File: config.mk
export PLATFORM = sky130hd
export DESIGN_NAME = psum_gb_reader
export DESIGN_NICKNAME = d
export VERILOG_FILES = /design/src/rtl/ts3d_psum_pkg.sv /design/src/rtl/psum_skid_fifo.sv /design/src/rtl/psum_gb_reader.sv
export SDC_FILE = /design/constraint.sdc
export NUM_CORES = 2
export LEC_CHECK = 0
export ABC_AREA = 1
export CORE_AREA = 2 2 419 421
export CTS_BUF_LIST = sky130_fd_sc_hd__clkbuf_16
export CTS_CLUSTER_DIAMETER = 50
export DETAILED_ROUTE_END_ITERATION = 10
export DIE_AREA = 0 0 421 423
export GPL_ROUTABILITY_DRIVEN = 0
export GPL_TIMING_DRIVEN = 0
export PLACE_DENSITY = 0.65
export SETUP_SLACK_MARGIN = 0.5
export SYNTH_ARGS = -nofsm -noshare
export SYNTH_HDL_FRONTEND = slang
export SYNTH_SLANG_ARGS = --single-unit
File: constraint.sdc
create_clock -name clk -period 12.1 [get_ports clk]
set_input_delay 1.21 -clock clk [delete_from_list [all_inputs] [get_ports clk]]
set_output_delay 1.21 -clock clk [all_outputs]
set_load 0.02 [all_outputs]
File: src/rtl/ts3d_psum_pkg.sv
// Shared types and sizing for the PSUM global-buffer read-back path.
package ts3d_psum_pkg;

  localparam int LANES       = 16;
  localparam int PSUM_W      = 32;
  localparam int PSUM_ADDR_W = 10;
  localparam int PSUM_LEN_W  = 10;

  // One beat: lane i lives at [PSUM_W*i +: PSUM_W]
  typedef logic [LANES*PSUM_W-1:0] psum_beat_t;

  // Burst sequencer states
  typedef enum logic [1:0] {
    IDLE = 2'd0,
    RUN  = 2'd1,
    FIN  = 2'd2
  } rd_state_e;

endpackage

File: src/rtl/psum_skid_fifo.sv
// Two-entry skid FIFO that absorbs the SRAM read latency in front of the PEB.
module psum_skid_fifo
  import ts3d_psum_pkg::*;
(
  input  logic       clk,
  input  logic       rst_n,
  input  logic       push,
  input  psum_beat_t push_data,
  input  logic       pop,
  output logic [1:0] cnt,
  output psum_beat_t head
);

  psum_beat_t tail;
  logic       do_pop;
  logic       do_push;

  // A pop on an empty FIFO is meaningless; a push into a full FIFO is only legal alongside a pop
  assign do_pop  = pop && (cnt != 2'd0);
  assign do_push = push && ((cnt != 2'd2) || do_pop);

  // Head/tail storage and occupancy; head is always the oldest entry
  always_ff @(posedge clk or negedge rst_n) begin
    if (!rst_n) begin
      head <= '0;
      tail <= '0;
      cnt  <= 2'd0;
    end else begin
      case ({do_push, do_pop})
        2'b10: begin
          if (cnt == 2'd0) head <= push_data;
          else             tail <= push_data;
          cnt <= cnt + 2'd1;
        end
        2'b01: begin
          head <= tail;
          cnt  <= cnt - 2'd1;
        end
        2'b11: begin
          if (cnt == 2'd1) begin
            head <= push_data;
          end else begin
            head <= tail;
            tail <= push_data;
          end
        end
        default: ;
      endcase
    end
  end

endmodule

File: src/rtl/psum_gb_reader.sv
// PSUM read-back source: turns a burst command into SRAM reads and streams beats to one PEB.
module psum_gb_reader
  import ts3d_psum_pkg::*;
#(
  parameter int ADDR_W = PSUM_ADDR_W,
  parameter int LEN_W  = PSUM_LEN_W
) (
  input  logic              clk,
  input  logic              rst_n,
  input  logic              cmd_val,
  output logic              cmd_rdy,
  input  logic [ADDR_W-1:0] cmd_base,
  input  logic [LEN_W-1:0]  cmd_len,
  input  logic              cmd_zero,
  output logic              mem_rd_en,
  output logic [ADDR_W-1:0] mem_rd_addr,
  input  psum_beat_t        mem_rd_data,
  output logic              GBPSUM_val,
  output psum_beat_t        GBPSUM_data,
  input  logic              PSUMGB_rdy,
  output logic              busy,
  output logic              done
);

  localparam logic [LEN_W:0] ONE = 1;

  rd_state_e         state;
  rd_state_e         state_nxt;
  logic [ADDR_W-1:0] base_q;
  logic [LEN_W-1:0]  len_q;
  logic              zero_q;
  logic [LEN_W:0]    issued;
  logic [LEN_W:0]    sent;
  logic              inflight;
  logic [1:0]        fifo_cnt;
  psum_beat_t        fifo_head;
  psum_beat_t        push_data;
  logic              cmd_acc;
  logic              push;
  logic              pop;
  logic              issue;
  logic              last_pop;
  logic [2:0]        credit_used;

  assign cmd_acc    = cmd_val && cmd_rdy;
  assign GBPSUM_val = (fifo_cnt != 2'd0);
  assign GBPSUM_data = fifo_head;
  assign pop        = GBPSUM_val && PSUMGB_rdy;

  // Credit counts the slot freed by this cycle's pop so a 1-cycle-latency SRAM can sustain one beat per cycle
  assign credit_used = {1'b0, fifo_cnt} + {2'b00, inflight} - {2'b00, pop};
  assign issue       = (state == RUN) && (issued < {1'b0, len_q}) && (credit_used < 3'd2);

  assign mem_rd_en   = issue && !zero_q;
  assign mem_rd_addr = base_q + ADDR_W'(issued);

  // SRAM data lands one cycle after the strobe; zero-fill beats enter on the issue cycle itself
  assign push      = inflight || (issue && zero_q);
  assign push_data = inflight ? mem_rd_data : '0;
  assign last_pop  = pop && (sent == ({1'b0, len_q} - ONE));

  psum_skid_fifo u_fifo (
    .clk       (clk),
    .rst_n     (rst_n),
    .push      (push),
    .push_data (push_data),
    .pop       (pop),
    .cnt       (fifo_cnt),
    .head      (fifo_head)
  );

  // Sequencer state register
  always_ff @(posedge clk or negedge rst_n) begin
    if (!rst_n) state <= IDLE;
    else        state <= state_nxt;
  end

  // Next state plus the handshake/status outputs decoded from the state
  always_comb begin
    state_nxt = state;
    cmd_rdy   = 1'b0;
    busy      = 1'b0;
    done      = 1'b0;
    case (state)
      IDLE: begin
        cmd_rdy = 1'b1;
        if (cmd_val) state_nxt = (cmd_len == '0) ? FIN : RUN;
      end
      RUN: begin
        busy = 1'b1;
        if (last_pop) state_nxt = FIN;
      end
      FIN: begin
        busy      = 1'b1;
        done      = 1'b1;
        state_nxt = IDLE;
      end
      default: state_nxt = IDLE;
    endcase
  end

  // Command fields are captured once at accept so the source may change them afterwards
  always_ff @(posedge clk or negedge rst_n) begin
    if (!rst_n) begin
      base_q <= '0;
      len_q  <= '0;
      zero_q <= 1'b0;
    end else if (cmd_acc) begin
      base_q <= cmd_base;
      len_q  <= cmd_len;
      zero_q <= cmd_zero;
    end
  end

  // Issued/sent beat counters and the one-deep record of an outstanding SRAM read
  always_ff @(posedge clk or negedge rst_n) begin
    if (!rst_n) begin
      issued   <= '0;
      sent     <= '0;
      inflight <= 1'b0;
    end else begin
      inflight <= mem_rd_en;
      if (cmd_acc) begin
        issued <= '0;
        sent   <= '0;
      end else begin
        if (issue) issued <= issued + ONE;
        if (pop)   sent   <= sent + ONE;
      end
    end
  end

endmodule

==> reports/qor.yml <==
synthToLayoutAreaGrowth_pct: 30.3
post-place-ws_ns: 4.17
antenna_found_initial: 88
max_slew.worst_pin.slew_ns: 1.32
synth_cell_type_count: 35
hold_viol: 0
outcome: "completed"
finClkSkew_ns: 0.0362
startpoint_type: "register"
num_rows: 153
route.detailed.drc: 0
clk_pin_slew_ns: 0.05
end_kind: "primary output"
nNetsFinal: 11263
routed_wl_um: 283000
port_buffers: 1063
rsz0062_at_grt: "no"
drive_gt1_share_pct: 5.93
holdWs_ns: 0.291
criticalPathCategory: "register to primary output"
cts-root-buf: "clkbuf_16"
coreArea_mm2: 0.173
cts_max_level: 4
synth.avg_cell_area_um2: 6.70
max_slew_margin_pct: 11.8
cts_buffers: 155
viasPerCell: 5.50
dpl.cell_count: 12864
wl_per_cell_um: 21.4
synth_top_area_share_pct: 42.3
fin_setup_tns_ns: 0
fmax_mhz: 126
power.leakage_nw: 43.5
ios: 1064
netlist_area_mm2: 0.0634
cp_max_fo: 10
synth_nets: 10037
grt_usage_pct: 30.4
layout_min_cycle_time_ns: 7.95
hold_buffers: 0
die_h_um: 423
grt_max_degree: 179
period_share_pct: 65.7
yosysTopAreaCell: "dfrtp_1"
powerDensity_mw_per_mm2: 223
drtIter0Drc: 8942
ir_drop_v: 0.000124
cts_tree: "built"
finalNonFillerCells: 13228
yosys_register_bits: 1072
ctsResizeCount: 0
grt_pass1_vias: 68334
cp.required_ns: 10.89
start_util_pct: 36.6
ant_nets: 0
clk_latency_ns: 0.84
hold_class: "primary input to async pin"
clockBufferDepth: 3
via_count: 72736
dp_hpwl_um: 208000
cap_violations: 0
seq_area_mm2: 0.0268
fp.dieW_um: 421
drv_slew: 0
worst_slack_ns: 4.15
fillers: 17138
die_area_mm2: 0.178
clock-sinks: 1072
yosys_warnings: 0
arrival_ns: 6.74
ys_top_cells_by_area: "dfrtp_1, nand2_1, nand3_1"
multiInputGateArea_mm2: 0.0308
dr.pass1.iters: 9
synthCells: 9470
finalSetupViolations: 0
synth-seq-area-share_pct: 42.3
grt.overflow.total: 0
cts_setup_buffers: 0
grt_pass1_wl_um: 422000
-- final timing paths --
path | to | startpoint | cells past startpoint | slack, ns
worst max register to register | u_fifo.tail[105] | u_fifo.cnt[1] | 21 | 4.98
worst min register to register | u_fifo.head[245] | u_fifo.head[245] | 2 | 0.48
min in group clk | u_fifo.head[245] | u_fifo.head[245] | 2 | 0.48
max in group asynchronous | u_fifo.tail[338] | rst_n | 5 | 8.44
worst max-delay path | mem_rd_en | u_fifo.cnt[1] | 15 | 4.15
worst min-delay path | u_fifo.head[98] | rst_n | 1 | 0.29
-- final cells by class --
class | instances | area share [%]
clock inverter | 125 | 1.59
tap | 2325 | 3.52
buffer | 800 | 4.37
timing repair buffer | 1069 | 13.1
multi-input combinational | 7014 | 37.3
clock buffer | 158 | 4.79
inverter | 584 | 2.66
antenna | 81 | 0.245
sequential | 1072 | 32.5
-- through the flow --
step / total power [mW] / util [%] / cell area (µm²)
final: 18.4 / 47.7 / 82600
after global placement: 13.4 / 44.4 / 77000
after detailed placement: 13.5 / 44.5 / 77100
after floorplan: 10.1 / - / 63400
after CTS: 18.3 / 47.6 / 82400
after global routing: 19.4 / 47.7 / 82600
-- report_power, final --
part | internal (mW) | switching, mW | total, mW
clock network | 2.83 | 1.88 | 4.71
registers | 4.59 | 0.862 | 5.46
logic | 2.46 | 5.81 | 8.26
-- cells in the mapped netlist --
| cell type | number |
|---|---|
| nand2_1 | 4240 |
| nand3_1 | 1574 |
| dfrtp_1 | 1072 |
| inv_1 | 579 |
| o21ai_0 | 541 |
| nand4_1 | 521 |
| clkbuf_1 | 387 |
| buf_2 | 335 |
| buf_4 | 45 |
| nor2_1 | 36 |
| buf_1 | 31 |
| ha_1 | 28 |
| a21oi_1 | 18 |
| xor2_1 | 13 |
| nor3_1 | 10 |
| xnor2_1 | 7 |
| nor4_1 | 5 |
| a21o_1 | 3 |
| inv_2 | 3 |
| or2_2 | 3 |
| buf_6 | 2 |
| fa_1 | 2 |
| nor2_4 | 2 |
| o31ai_1 | 2 |
| a211oi_1 | 1 |
| a31oi_1 | 1 |
| clkinv_1 | 1 |
| inv_4 | 1 |
| nand2_2 | 1 |
| nand2_4 | 1 |
| nand3_2 | 1 |
| nor3_2 | 1 |
| nor3b_1 | 1 |
| o211ai_1 | 1 |
| o22ai_1 | 1 |
-- metal layers --
layer	track usage [%]	part of all wire, %
met4	22.7	8.0
met3	6.89	8.9
met1	38.4	39
met2	45.5	44
met5	0	0.029
-- placed cells by master (no fill, tap or decap), drive strengths merged --
cell type      netlist  final
nor3                11     11
a31oi                1      1
xnor2                7      7
inv                583    620
xor2                13     13
diode                0     81
nor3b                1      1
nand3             1575   1575
buf                413    420
bufinv               0     20
a21o                 3      3
o31ai                2      2
nor2                38     38
o21ai              541    541
a211oi               1      1
a21oi               18     18
nor4                 5      5
clkinvlp             0      7
nand2             4242   4242
o22ai                1      1
clkdlybuf4s50        0   1062
ha                  28     28
fa                   2      2
o211ai               1      1
clkbuf             387    545
nand4              521    521
clkinv               1     62
dfrtp             1072   1072
or2                  3      3
-- registers in the layout (all words and copies together) (netlist names) --
name	count
base_q	10
inflight	1
issued	11
len_q	10
sent	11
state	2
u_fifo.cnt	2
u_fifo.head	512
u_fifo.tail	512
zero_q	1
-- worst max-delay path, stage by stage, from the launching register on --
cell and delay [ns]:
dfrtp_1 0.47, inv_1 0.10, ha_1 0.18, buf_2 0.19, nor2_4 0.66, clkbuf_1 0.83
clkbuf_1 0.48, ha_1 0.32, or2_2 0.31, fa_1 0.40, xnor2_1 0.39, nand3_1 0.13
nor2_1 0.16, nand2_1 0.20, nor2_1 0.38, clkdlybuf4s50_1 0.68
-- kinds of logic after synthesis --
group | Yosys count | synth area share (%)
xor+xnor | 20 | 0.276
buf+inv | 1384 | 9.15
flops | 1072 | 42.3
simple gates | 6396 | 43.1
compound gates | 568 | 4.51
fa+ha+maj | 30 | 0.616
No activity file was read; power rests on OpenSTA's default activity.
